$ cat config.mk
export PLATFORM = sky130hd
export DESIGN_NAME = anti_theft_fsm
export DESIGN_NICKNAME = d
export VERILOG_FILES = /design/src/rtl/anti_theft_fsm.sv
export SDC_FILE = /design/constraint.sdc
export NUM_CORES = 1
export LEC_CHECK = 0
export ABC_AREA = 1
export BUFFER_PORTS_ARGS = -buffer_cell sky130_fd_sc_hd__buf_2
export CORE_UTILIZATION = 25
export CTS_BUF_LIST = sky130_fd_sc_hd__clkbuf_16
export CTS_CLUSTER_SIZE = 8
export DETAILED_ROUTE_END_ITERATION = 7
export SETUP_SLACK_MARGIN = 0.5
export SLEW_MARGIN = 0
export SYNTH_ARGS = -nofsm -noshare
export SYNTH_HDL_FRONTEND = slang
export SYNTH_SLANG_ARGS = --single-unit
$ cat constraint.sdc
create_clock -name clock -period 1.8 [get_ports clock]
set_clock_uncertainty 0.2 [all_clocks]
set_input_delay 0.18 -clock clock [delete_from_list [all_inputs] [get_ports clock]]
set_output_delay 0.18 -clock clock [all_outputs]
set_load 0.01 [all_outputs]
$ cat src/rtl/anti_theft_fsm.sv
// Vehicle anti-theft controller: arm/trigger/alarm sequencing driven by doors,
// ignition and a 1 Hz countdown, with registered LED, siren and state outputs.
module anti_theft_fsm #(
    parameter int T_ARM_DELAY       = 6,
    parameter int T_DRIVER_DELAY    = 8,
    parameter int T_PASSENGER_DELAY = 15,
    parameter int T_ALARM_ON        = 10
) (
    input  logic       clock,
    input  logic       reset,
    input  logic       one_hz_enable,
    input  logic       ignition,
    input  logic       door_driver,
    input  logic       door_pass,
    input  logic       reprogram,
    output logic       status_led,
    output logic       siren,
    output logic [2:0] state
);

    typedef enum logic [2:0] {
        ARMED      = 3'b000,
        TRIGGER    = 3'b001,
        ALARM      = 3'b010,
        DISARMED   = 3'b011,
        WAIT_OPEN  = 3'b100,
        WAIT_CLOSE = 3'b101,
        ARM_DELAY  = 3'b110
    } state_t;

    localparam logic [3:0] LD_ARM   = 4'(T_ARM_DELAY);
    localparam logic [3:0] LD_DRV   = 4'(T_DRIVER_DELAY);
    localparam logic [3:0] LD_PASS  = 4'(T_PASSENGER_DELAY);
    localparam logic [3:0] LD_ALARM = 4'(T_ALARM_ON);

    state_t     state_q, state_d;
    logic [3:0] timer_q, timer_d;
    logic       led_d, siren_d;
    logic       expire;

    // Expiry fires on the tick that would take the timer from 1 to 0.
    assign expire = one_hz_enable && (timer_q == 4'd1);
    assign state  = state_q;

    always_ff @(posedge clock or posedge reset) begin
        if (reset) begin
            state_q    <= ARMED;
            timer_q    <= 4'd0;
            status_led <= 1'b0;
            siren      <= 1'b0;
        end else begin
            state_q    <= state_d;
            timer_q    <= timer_d;
            status_led <= led_d;
            siren      <= siren_d;
        end
    end

    always_comb begin
        state_d = state_q;
        timer_d = (one_hz_enable && timer_q != 4'd0) ? timer_q - 4'd1 : timer_q;

        if (reprogram) begin
            state_d = ARMED;
            timer_d = 4'd0;
        end else begin
            case (state_q)
                ARMED: begin
                    if (door_driver) begin
                        state_d = TRIGGER;
                        timer_d = LD_DRV;
                    end else if (door_pass) begin
                        state_d = TRIGGER;
                        timer_d = LD_PASS;
                    end
                end
                TRIGGER: begin
                    if (ignition) begin
                        state_d = DISARMED;
                        timer_d = 4'd0;
                    end else if (expire) begin
                        // Siren hold time starts counting from alarm entry.
                        state_d = ALARM;
                        timer_d = LD_ALARM;
                    end
                end
                ALARM: begin
                    if (ignition) begin
                        state_d = DISARMED;
                        timer_d = 4'd0;
                    end else if (door_driver || door_pass) begin
                        timer_d = LD_ALARM;
                    end else if (expire) begin
                        state_d = ARMED;
                    end
                end
                DISARMED: begin
                    timer_d = 4'd0;
                    if (!ignition) state_d = WAIT_OPEN;
                end
                WAIT_OPEN: begin
                    if (ignition) begin
                        state_d = DISARMED;
                        timer_d = 4'd0;
                    end else if (door_driver) begin
                        state_d = WAIT_CLOSE;
                    end
                end
                WAIT_CLOSE: begin
                    if (ignition) begin
                        state_d = DISARMED;
                        timer_d = 4'd0;
                    end else if (!door_driver) begin
                        state_d = ARM_DELAY;
                        timer_d = LD_ARM;
                    end
                end
                ARM_DELAY: begin
                    if (ignition) begin
                        state_d = DISARMED;
                        timer_d = 4'd0;
                    end else if (door_driver) begin
                        state_d = WAIT_CLOSE;
                    end else if (expire) begin
                        state_d = ARMED;
                    end
                end
                default: begin
                    state_d = ARMED;
                    timer_d = 4'd0;
                end
            endcase
        end
    end

    // Outputs are computed from the next state so they register with it.
    always_comb begin
        siren_d = (state_d == ALARM);
        case (state_d)
            ARMED:          led_d = (state_q == ARMED) ? (status_led ^ one_hz_enable) : 1'b0;
            TRIGGER, ALARM: led_d = 1'b1;
            default:        led_d = 1'b0;
        endcase
    end

endmodule

==> impl_results.md, run 1 <==
- Design area: 1200 um2
- WP data arrival: 1600 ps
- Initial antenna violation count: 0
- Clock transition at the registers of the reported paths: 40 ps
- DR vias/cell: about 4.5
- Period utilization: 0.913
- Antenna diode count: 0
- Max Cap Viol: 0
- Syn nets: 142
- Slowest cell delay on critical path: 390 ps
- Clock Latency Late Sink: 230 ps
- CTS tree: done
- Final hold vios: 2
- Via count: between 900 and 1,000
- CP Data Required Time: roughly 1800 ps
- CTS Sinks: 9
- Sum Neg Setup Slack: 0 ps
- YS warnings: 0
- Seq/Total Area, Yosys: 0.274
- Number of global-route vias before repair: 835
- Total wire length: approximately 2.2 mm
- Critical-path cell list: inv_2 -> ha_4 -> nand3b_1 -> nand3_1 -> o21ai_1 -> nand3_1 -> nand2_1 -> a21oi_1
- Largest net degree at the start of global routing: 10
- Routed len/inst: 10.8 um
- Post-synth EDFFs: 0
- Pre-Repair DR Iteration Count: 4
- Clock tree buffer depth: 2
- Crit path kind: flop to flop
- Starting density of the core: 0.267
- Share of flip-flops with an asynchronous set or reset: 1.00
- Die Span Y: 59.3 um
- Post-layout net count: 169
- Worst hold-check path type: primary input to flop
- Placed insts: about 190
- Least-Margin Pin Slew: 327 ps
- Placement Cell Area: between 900 and 1000 um2
- Core area: 3080 um2
- Slowest stage cell, crit path: dfrtp_1
- Lkg Pwr: 0.651 nW
- Hold WS: -14.5 ps
- Overall Global Routing Usage: 0.134
- Power Density: between 700 and 800 nW/um2
- Synthesized cell area: between 800 and 900 um2
- Initial DRC count: 35
- IO buf count: 11
- # rows: 20
- Mapped Avg Cell Area: a little over 6 um2
- Global-route wire length before repair: 3.56 mm
- Failing checks: negative hold slack
- Ports: 12
- Status: finished, violations left
- Min Tclk post-route: 1640 ps
- DIE AREA: 3520 um2
- Num CTS Buffers: 3
- Root buf cell: clkbuf_16
- Yosys cell types: 22
- Max Slew Vio Count: 0
- Top cell by count, worst path: nand3_1
- Post-detail-place hpwl: 1.58 mm
- Post-DRT Antenna Nets: 0
- VDD IR max: 0.000580 V
- Post-Layout Cell Count: 202
- Total grt overflow: 0
- #FFs+latches synth: 9
- Chip width: 59.3 um
- Crit-path max FO: 4
- Fmax: a little over 600 MHz
- # setup viols final: 0
- Post-Synthesis Cells: between 100 and 150
- GP Congestion: 0.901
- Crit. End Element: flop
- Primary FF master, synth: dfrtp_1
- CP Launch Type: flop
- DRC: 0
- RSZ-0062 raised after global routing: yes
- H-Tree Depth: 1
- Fraction of layout cells with a size suffix above 1: 0.392
- Rel. slew slack: 0.781
- Area growth syn-to-layout: 46.6%
[cell type report]
| class | count | area [um2] |
|---|---|---|
| clock buffer | 3 | 75.1 |
| clock inverter | 1 | 3.75 |
| fill | 325 | 1870 |
| inverter | 23 | 88.8 |
| multi-input combinational | 99 | 596 |
| sequential | 9 | 231 |
| tap | 44 | 55.1 |
| timing repair buffer | 23 | 155 |
[sequential cells by signal, indices dropped and copies added, names as in the netlist]
| name | flops |
|---|---|
| status_led | 1 |
| timer_q | 4 |
| siren | 1 |
| state | 3 |
[cells in the mapped netlist (all sizes together) (2+ instances only)]
cell type  instances  share of area
inv               22           0.10
o211ai             2          0.018
ha                 3          0.046
o21ai              5          0.030
nand4              2          0.015
xor2               2          0.021
nand3             16           0.11
nor3               2          0.024
nand2             46           0.22
a21oi              4          0.024
nor2              14          0.076
dfrtp              9           0.27
[placed cells by master, fill, tap and decap left out, drive strengths merged]
| cell type | n |
|---|---|
| a21boi | 1 |
| o211ai | 2 |
| nor3 | 2 |
| nand2 | 46 |
| clkinv | 1 |
| dfrtp | 9 |
| clkbuf | 3 |
| o22ai | 1 |
| o21ai | 5 |
| nand4 | 2 |
| ha | 3 |
| dlygate4sd3 | 1 |
| buf | 22 |
| nand3b | 1 |
| inv | 23 |
| xor2 | 2 |
| nand3 | 16 |
| a21oi | 4 |
| nor2 | 14 |
[where the power goes]
part	total [mW]	switching (mW)	internal, mW
clock network	0.378	0.0885	0.289
registers	0.257	0.0309	0.226
logic	0.323	0.184	0.139
[path summary, 6_finish.rpt]
check	start	to	slack (ps)	depth (start not counted)
hold / removal	reprogram	timer_q[3]	-10	2
setup / recovery	timer_q[1]	timer_q[1]	160	8
setup reg to reg	timer_q[1]	timer_q[1]	160	8
min in group asynchronous	reset	status_led	250	3
max in group asynchronous	reset	timer_q[2]	880	3
hold reg to reg	status_led	status_led	460	5
[through the flow]
step                setup WS, ps  utilization  power [mW]
global placement             132        0.307       0.509
global route                62.2        0.391        1.03
floorplan                    290            -       0.440
finish                       156        0.391       0.958
CTS                          169        0.348       0.904
detailed placement           131        0.307       0.503
[logic make-up after synthesis]
logic type               Yosys count  synth area share
AND/OR/NAND/NOR                   81             0.451
flip-flops                         9             0.274
buffers and inverters             24             0.114
XOR/XNOR                           2            0.0213
adder cells (fa/ha/maj)            3            0.0457
AO/OA/AOI/OAI                     13            0.0944
[worst max-delay path: cells and delay by family, from the launching register on]
kind / cells / cell delay, ps
DFF: 1 / 390
AOI/OAI and AO/OA: 2 / 190
adders and majority gates: 1 / 210
buffers and inverters: 1 / 120
and+or+nand+nor: 4 / 450
[per-layer routing]
layer  vias to the layer above  part of all wire  track usage
met3                         2             0.068       0.0480
li1                        471                 -            -
met4                         0            0.0055       0.0306
met1                       403              0.42        0.178
met5                         -                 0            0
met2                        27              0.50        0.207
[what timing repair did]
| item | 4_1_cts | 5_1_grt |
|---|---|---|
| buffers inserted | 2 | 7 |
| endpoints found under the hold margin | 13 | 0 |
| setup endpoints to repair | 10 | 9 |
| pin swaps | 4 | 12 |
| hold buffers | 1 | 0 |
| gates resized for setup | 6 | 21 |
Power figures use the tool's default switching activity.
==> inputs of run 2 (changes only) <==
Settings changed: BUFFER_PORTS_ARGS -buffer_cell sky130_fd_sc_hd__buf_2 to not set, DONT_BUFFER_PORTS set to 1.
==> run 2 against run 1 <==
Effect of this change:
- sequential power about the same
- combinational power up 3%
- critical path depth unchanged
- via count down 4.1%
- sequential share of layout area down 0.10 points
- largest power group unchanged
- final cell count down 4.0%
- utilization unchanged
- critical path type unchanged
- global-route usage up 0.99 points
- the run still ends with negative hold slack left
==> impl_results.md, run 2 (synthesized netlist as in run 1, its figures left out) <==
- CP Launch Type: flop
- DR vias/cell: 4.46
- VDD IR max: between 0.0006 and 0.0007 V
- DIE AREA: 3520 um2
- Failing checks: negative hold slack
- Period utilization: 0.901
- Initial antenna violation count: 0
- GP Congestion: between 0.8 and 0.9
- Initial DRC count: 17
- Total grt overflow: 0
- # fillers: 341
- Placed insts: 178
- Clock Latency Late Sink: about 230 ps
- DR WL met3: a little under 100 um
- Total wire length: 2.24 mm
- WP data arrival: approximately 1600 ps
- Max Cap Viol: 0
- Largest net degree at the start of global routing: 10
- Pwr Total: 0.974 mW
- Post-DRT Antenna Nets: 0
- Area growth syn-to-layout: 46.6%
- Final hold vios: 5
- Hold depth: 1
- Crit path kind: flop to flop
- Overall Global Routing Usage: 0.144
- CTS Sinks: 9
- Max Slew Vio Count: 0
- # rows: 20
- Die Span Y: 59.3 um
- Ports: 12
- Root buf cell: clkbuf_16
- Most common cell after layout, fill and taps aside: nand2_1
- # setup viols final: 0
- FF-to-FF End: timer_q[2]
- Most frequent cells in the layout: nand2_1, inv_1, nand2_2
- Clock transition at the registers of the reported paths: approximately 40 ps
- Via count: about 870
- DRC: 0
- CTS hold repair buffers: 2
- Least-Margin Pin Slew: 349 ps
- DR WL met2: 1.12 mm
- Util after Layout: 0.391
- Reg2Reg Setup Slack: 180 ps
- Top layer in use: met3
- Post-layout net count: 161
- Fraction of layout cells with a size suffix above 1: 0.413
- Min Tclk post-route: ~1600 ps
- Rel. slew slack: 0.767
- H-Tree Depth: 1
- Worst hold-check path type: primary input to flop
- Post-detail-place hpwl: 1.63 mm
- R2R Path Start: timer_q[0]
- Pre-Repair DR Iteration Count: 4
- Crit. End Element: flop
- Sum Neg Setup Slack: 0 ps
- Biggest register: timer_q
- Crit-path max FO: 3
- IO buf count: 0
- Power Density: 809 nW/um2
- Global-route wire length before repair: between 3 and 4 mm
- Number of global-route vias before repair: roughly 870
- Worst r2r path cells: 8
- RSZ-0062 raised after global routing: yes
- Antenna diode count: 0
- Met1 wire length: 1.02 mm
- CTS tree: done
- Routed len/inst: 11.6 um
- Num CTS Buffers: 3
- Starting density of the core: 0.267
- CP Data Required Time: 1760 ps
- Hold WS: -205 ps
- Post-Layout Cell Count: 194
- Chip width: 59.3 um
- Hold endpoint: timer_q[2]
- Lkg Pwr: between 0.6 and 0.7 nW
- Min-delay src: reprogram
- Core area: ~3000 um2
- Number of flip-flops in the largest register: 4
- Fmax: 617 MHz
- Clock tree buffer depth: 2
- Status: finished, violations left
## run 2: stage by stage
stage | setup WS, ps | instance area, um2
4_1_cts | 176 | 1090
2_1_floorplan | 290 | 831
5_1_grt | 73.8 | 1200
3_5_place_dp | 148 | 897
3_3_place_gp | 110 | 897
6_report | 178 | 1200
## run 2: how the worst max path moves through the flow
| stage | end | cells after the start | slack, ps | startpoint |
|---|---|---|---|---|
| 2_1_floorplan | timer_q[1] | 8 | 290 | timer_q[0] |
| 3_3_place_gp | timer_q[2] | 8 | 110 | timer_q[0] |
| 3_5_place_dp | timer_q[2] | 8 | 150 | timer_q[0] |
| 4_1_cts | timer_q[1] | 8 | 180 | timer_q[0] |
| 5_1_grt | status_led | 8 | 70 | state[1] |
| 6_report | timer_q[2] | 8 | 180 | timer_q[0] |
## run 2: layer usage
metal  track usage  vias to the layer above
met5             0                        -
met4        0.0238                        0
li1              -                      453
met1         0.181                      403
met3        0.0524                        0
met2         0.238                       10
## run 2: final cells by class
| class | instances | area, um2 | share of cell area |
|---|---|---|---|
| clock inverter | 1 | 3.75 | 0.00312 |
| clock buffer | 3 | 75.1 | 0.0623 |
| timing repair buffer | 15 | 121 | 0.101 |
| inverter | 23 | 91.3 | 0.0758 |
| sequential | 9 | 230 | 0.191 |
| multi-input combinational | 99 | 628 | 0.521 |
| tap | 44 | 55.1 | 0.0457 |
## run 2: report_power, final
part / switching [mW] / internal [mW] / total, mW / leakage [nW]
Combinational: 0.185 / 0.149 / 0.333 / 0.468
Clock: 0.0914 / 0.290 / 0.381 / 0.0423
Sequential: 0.0345 / 0.225 / 0.260 / 0.113
Total: 0.311 / 0.664 / 0.974 / 0.623
## run 2: worst max-delay path, cell delays in order (launching register included)
cell and delay, ps:
dfrtp_2 420, inv_4 60, ha_4 170, a21boi_4 170, nand2_2 90, xor2_2 190
nand2_1 60, nand3_1 80, a21oi_2 120
## run 2: repair_timing
item,CTS,global route
gates cloned,0,0
resized for setup,11,28
endpoints found under the setup margin,9,9
endpoints found under the hold margin,17,5
buffers inserted,7,3
pin swaps,10,11
==> inputs of run 3 (changes only) <==
--- a/config.mk
+++ b/config.mk
@@ -7,3 +7,3 @@
 export LEC_CHECK = 0
-export ABC_AREA = 1
+export ABC_AREA = 0
 export CORE_UTILIZATION = 25
==> constraint.sdc (replaced) <==
create_clock -name clock -period 1.8 [get_ports clock]
set_clock_uncertainty 0.2 [all_clocks]
set_input_delay 0.36 -clock clock [delete_from_list [all_inputs] [get_ports clock]]
set_output_delay 0.36 -clock clock [all_outputs]
set_load 0.01 [all_outputs]
==> run 3 against run 2 <==
Effect of this change:
- final cell count fell by 11%
- critical path type unchanged
- sequential power is 5% lower
- area after synthesis fell by 2.3%
- critical path depth stayed put
- flip-flop and latch count unchanged
- combinational power grew 6%
- synthesized cell count decreased by 18%
- fmax decreased by 15%
- wire length is 10% higher
- sequential share of layout area is 0.95 points lower
- via count increased by 2.9%
- the run ends with negative hold slack, negative setup slack left
- non-clock buffer count grew 11
==> impl_results.md, run 3 <==
- Seq/Total Area, Yosys: 0.280
- # rows: 20
- Rel. slew slack: 0.775
- RSZ-0062 raised after global routing: yes
- DIE AREA: roughly 3400 um2
- Critical Path Source: timer_q[1]
- Global-route wire length before repair: 4.16 mm
- Overall Global Routing Usage: 0.163
- Post-layout net count: 140
- Synth area leaders: dfrtp_1, a21oi_1, nand2_1
- Least-Margin Pin Slew: approximately 340 ps
- Total wire length: 2.47 mm
- Number of flip-flops in the largest register: 4
- CTS hold repair buffers: 1
- Routed len/inst: approximately 14 um
- DRC: 0
- M3 GR Usage: 0.0484
- YS warnings: 0
- Top cell by count, worst path: o21a_1
- Sw Ratio: 0.296
- Most frequent cell after synthesis: nand2_1
- Placed insts: 162
- Share of the synthesized area in the top cell type: 0.280
- Clock Latency Late Sink: 240 ps
- Most used routing layer: met2
- Internal power: 0.695 mW
- Chip width: about 59 um
- Failing checks: negative hold slack, negative setup slack
- Post-Synthesis Cells: 108
- DR vias/cell: 5.15
- Synthesized cell area: 803 um2
- Area growth syn-to-layout: 55.3%
- #FFs+latches synth: 9
- CTS Sinks: 9
- Power Density: approximately 790 nW/um2
- Final hold vios: 1
- Starting density of the core: 0.263
- Most frequent cells in the layout: buf_4, nand2_1, buf_6, dfrtp_1, nor2_1
- Fraction of layout cells with a size suffix above 1: 0.419
- WP data arrival: 1850 ps
- CP bufs+invs: 2
- Fmax: between 500 and 600 MHz
- Post-Layout Cell Count: 173
- Critical-path cell list: inv_2 -> ha_4 -> nand4bb_1 -> buf_6 -> and3_4 -> o21a_1 -> o21a_1 -> a221oi_2
- Num CTS Buffers: 3
- H-Tree Depth: 1
- Number of global-route vias before repair: 906
- # setup viols final: 4
- Via count: 891
- Period utilization: 1.06
- Yosys top cell by area: dfrtp_1
- Gate power share: 0.357
- Worst hold-check path type: primary input to flop
- Hold WS: -2.52 ps
- Crit-path max FO: 6
- Clock transition at the registers of the reported paths: 40 ps
- Max Slew Vio Count: 0
- M1 GR Usage: 0.189
- CTS tree: done
- Ports: 12
- Power share of the clock group: 0.393
- Die Span Y: 58.7 um
- Post-DRT Antenna Nets: 0
- Post-synth EDFFs: 0
- Mapped Avg Cell Area: approximately 7.4 um2
- Syn nets: ~120
- Pre-Repair DR Iteration Count: 4
- R2R Path Start: timer_q[1]
- Max Cap Viol: 0
- Yosys cell types: 38
- Slowest cell delay on critical path: 370 ps
- Most common cell after layout, fill and taps aside: buf_4
- CP Launch Type: flop
- Post-detail-place hpwl: 1.77 mm
- Initial antenna violation count: 0
- Min Tclk post-route: 1910 ps
- GP Congestion: ~0.84
- Psw: 0.292 mW
- Lkg Pwr: approximately 0.5 nW
- Root buf cell: clkbuf_16
- Commonest cells in the netlist: nand2_1, a21oi_1, dfrtp_1
- Share of flip-flops with an asynchronous set or reset: 1.00
- Biggest register: timer_q
- Initial DRC count: 79
- Top cell family by delay on the critical path: compound AO/OA/AOI/OAI gates
- Total grt overflow: 0
- VDD IR max: 0.000369 V
- Util after Layout: 0.409
- Pwr Total: 0.986 mW
- IO buf count: 0
- Status: finished, violations left
- Slowest stage cell, crit path: dfrtp_1
- Crit path kind: flop to flop
- Antenna diode count: 0
- Clock tree buffer depth: 2
- Largest net degree at the start of global routing: 16
- Crit. End Element: flop
- Met2 Usage GRT: 0.281
- Core area: 3050 um2
- Final setup margin: -113 ps
- Min-delay src: reprogram
- Primary FF master, synth: dfrtp_1
- Sequential share of power: 0.251
- CP Data Required Time: 1740 ps
==> run 3: cell count changes after synthesis, moves of 3 or more <==
cell / change
o21a_1: +3
nor3_1: +7
buf_2: +6
nand2_1: -33
nand2b_1: +5
inv_1: -12
a21oi_1: +6
nor2_2: -4
inv_2: -4
nand3_1: -12
==> run 3: worst reg2reg max path, delay by kind of cell, from the launching register on <==
kind | cells | cell delay, ps
compound gates | 3 | 630
fa+ha+maj | 1 | 110
buf+inv | 2 | 220
flops | 1 | 370
simple gates | 2 | 270
==> run 3: repair_timing <==
action	CTS	global route
resized for setup	17	7
buffers inserted	3	3
endpoints found under the hold margin	10	1
pin swaps	5	5
endpoints found under the setup margin	12	12
==> run 3: power by group through the flow <==
stage               Sequential (mW)  Clock [mW]  Combinational, mW
floorplan                     0.248           0              0.208
global placement              0.251           0              0.281
detailed placement            0.251           0              0.286
CTS                           0.248       0.392              0.332
global route                  0.251       0.400              0.390
finish                        0.247       0.387              0.352
==> run 3: cell type report <==
type	count	area [um2]
Clock buffer	3	75.1
Clock inverter	1	3.75
Fill cell	308	1810
Inverter	6	22.5
Multi-Input combinational cell	84	637
Sequential cell	9	226
Tap cell	44	55.1
Timing Repair Buffer	26	228
==> run 3: path summary, 6_finish.rpt <==
kind                                   end  slack [ps]  cells past startpoint
worst max-delay path            status_led        -110                      8
worst min-delay path              state[2]          -3                      1
worst max register to register  status_led        -110                      8
worst min register to register  status_led         500                      3
max in group asynchronous         state[0]         810                      2
min in group asynchronous       timer_q[1]         320                      2
==> run 3: cell families after synthesis <==
family / count (synthesis) / synth area share
flip-flops: 9 / 0.280
adder cells (fa/ha/maj): 3 / 0.0467
AO/OA/AOI/OAI: 36 / 0.293
buffers and inverters: 15 / 0.0794
AND/OR/NAND/NOR: 42 / 0.266
XOR/XNOR: 2 / 0.0218
multiplexers: 1 / 0.0125
==> run 3: metrics by stage <==
stage          hold slack [ps]  TNS, ps  setup slack, ps  area [um2]
2_1_floorplan            -12.1    -93.1            -80.0         895
3_3_place_gp              26.8     -428             -187        1030
3_5_place_dp              35.4     -563             -186        1030
4_1_cts                  -2.60     -301             -125        1200
5_1_grt                  -1.97     -932             -229        1250
6_report                 -2.52     -347             -113        1250
==> run 3: layer usage <==
| metal | vias up | share of wire |
|---|---|---|
| met4 | 0 | 0.019 |
| met1 | 424 | 0.41 |
| li1 | 436 | - |
| met5 | - | 0 |
| met3 | 5 | 0.069 |
| met2 | 26 | 0.50 |
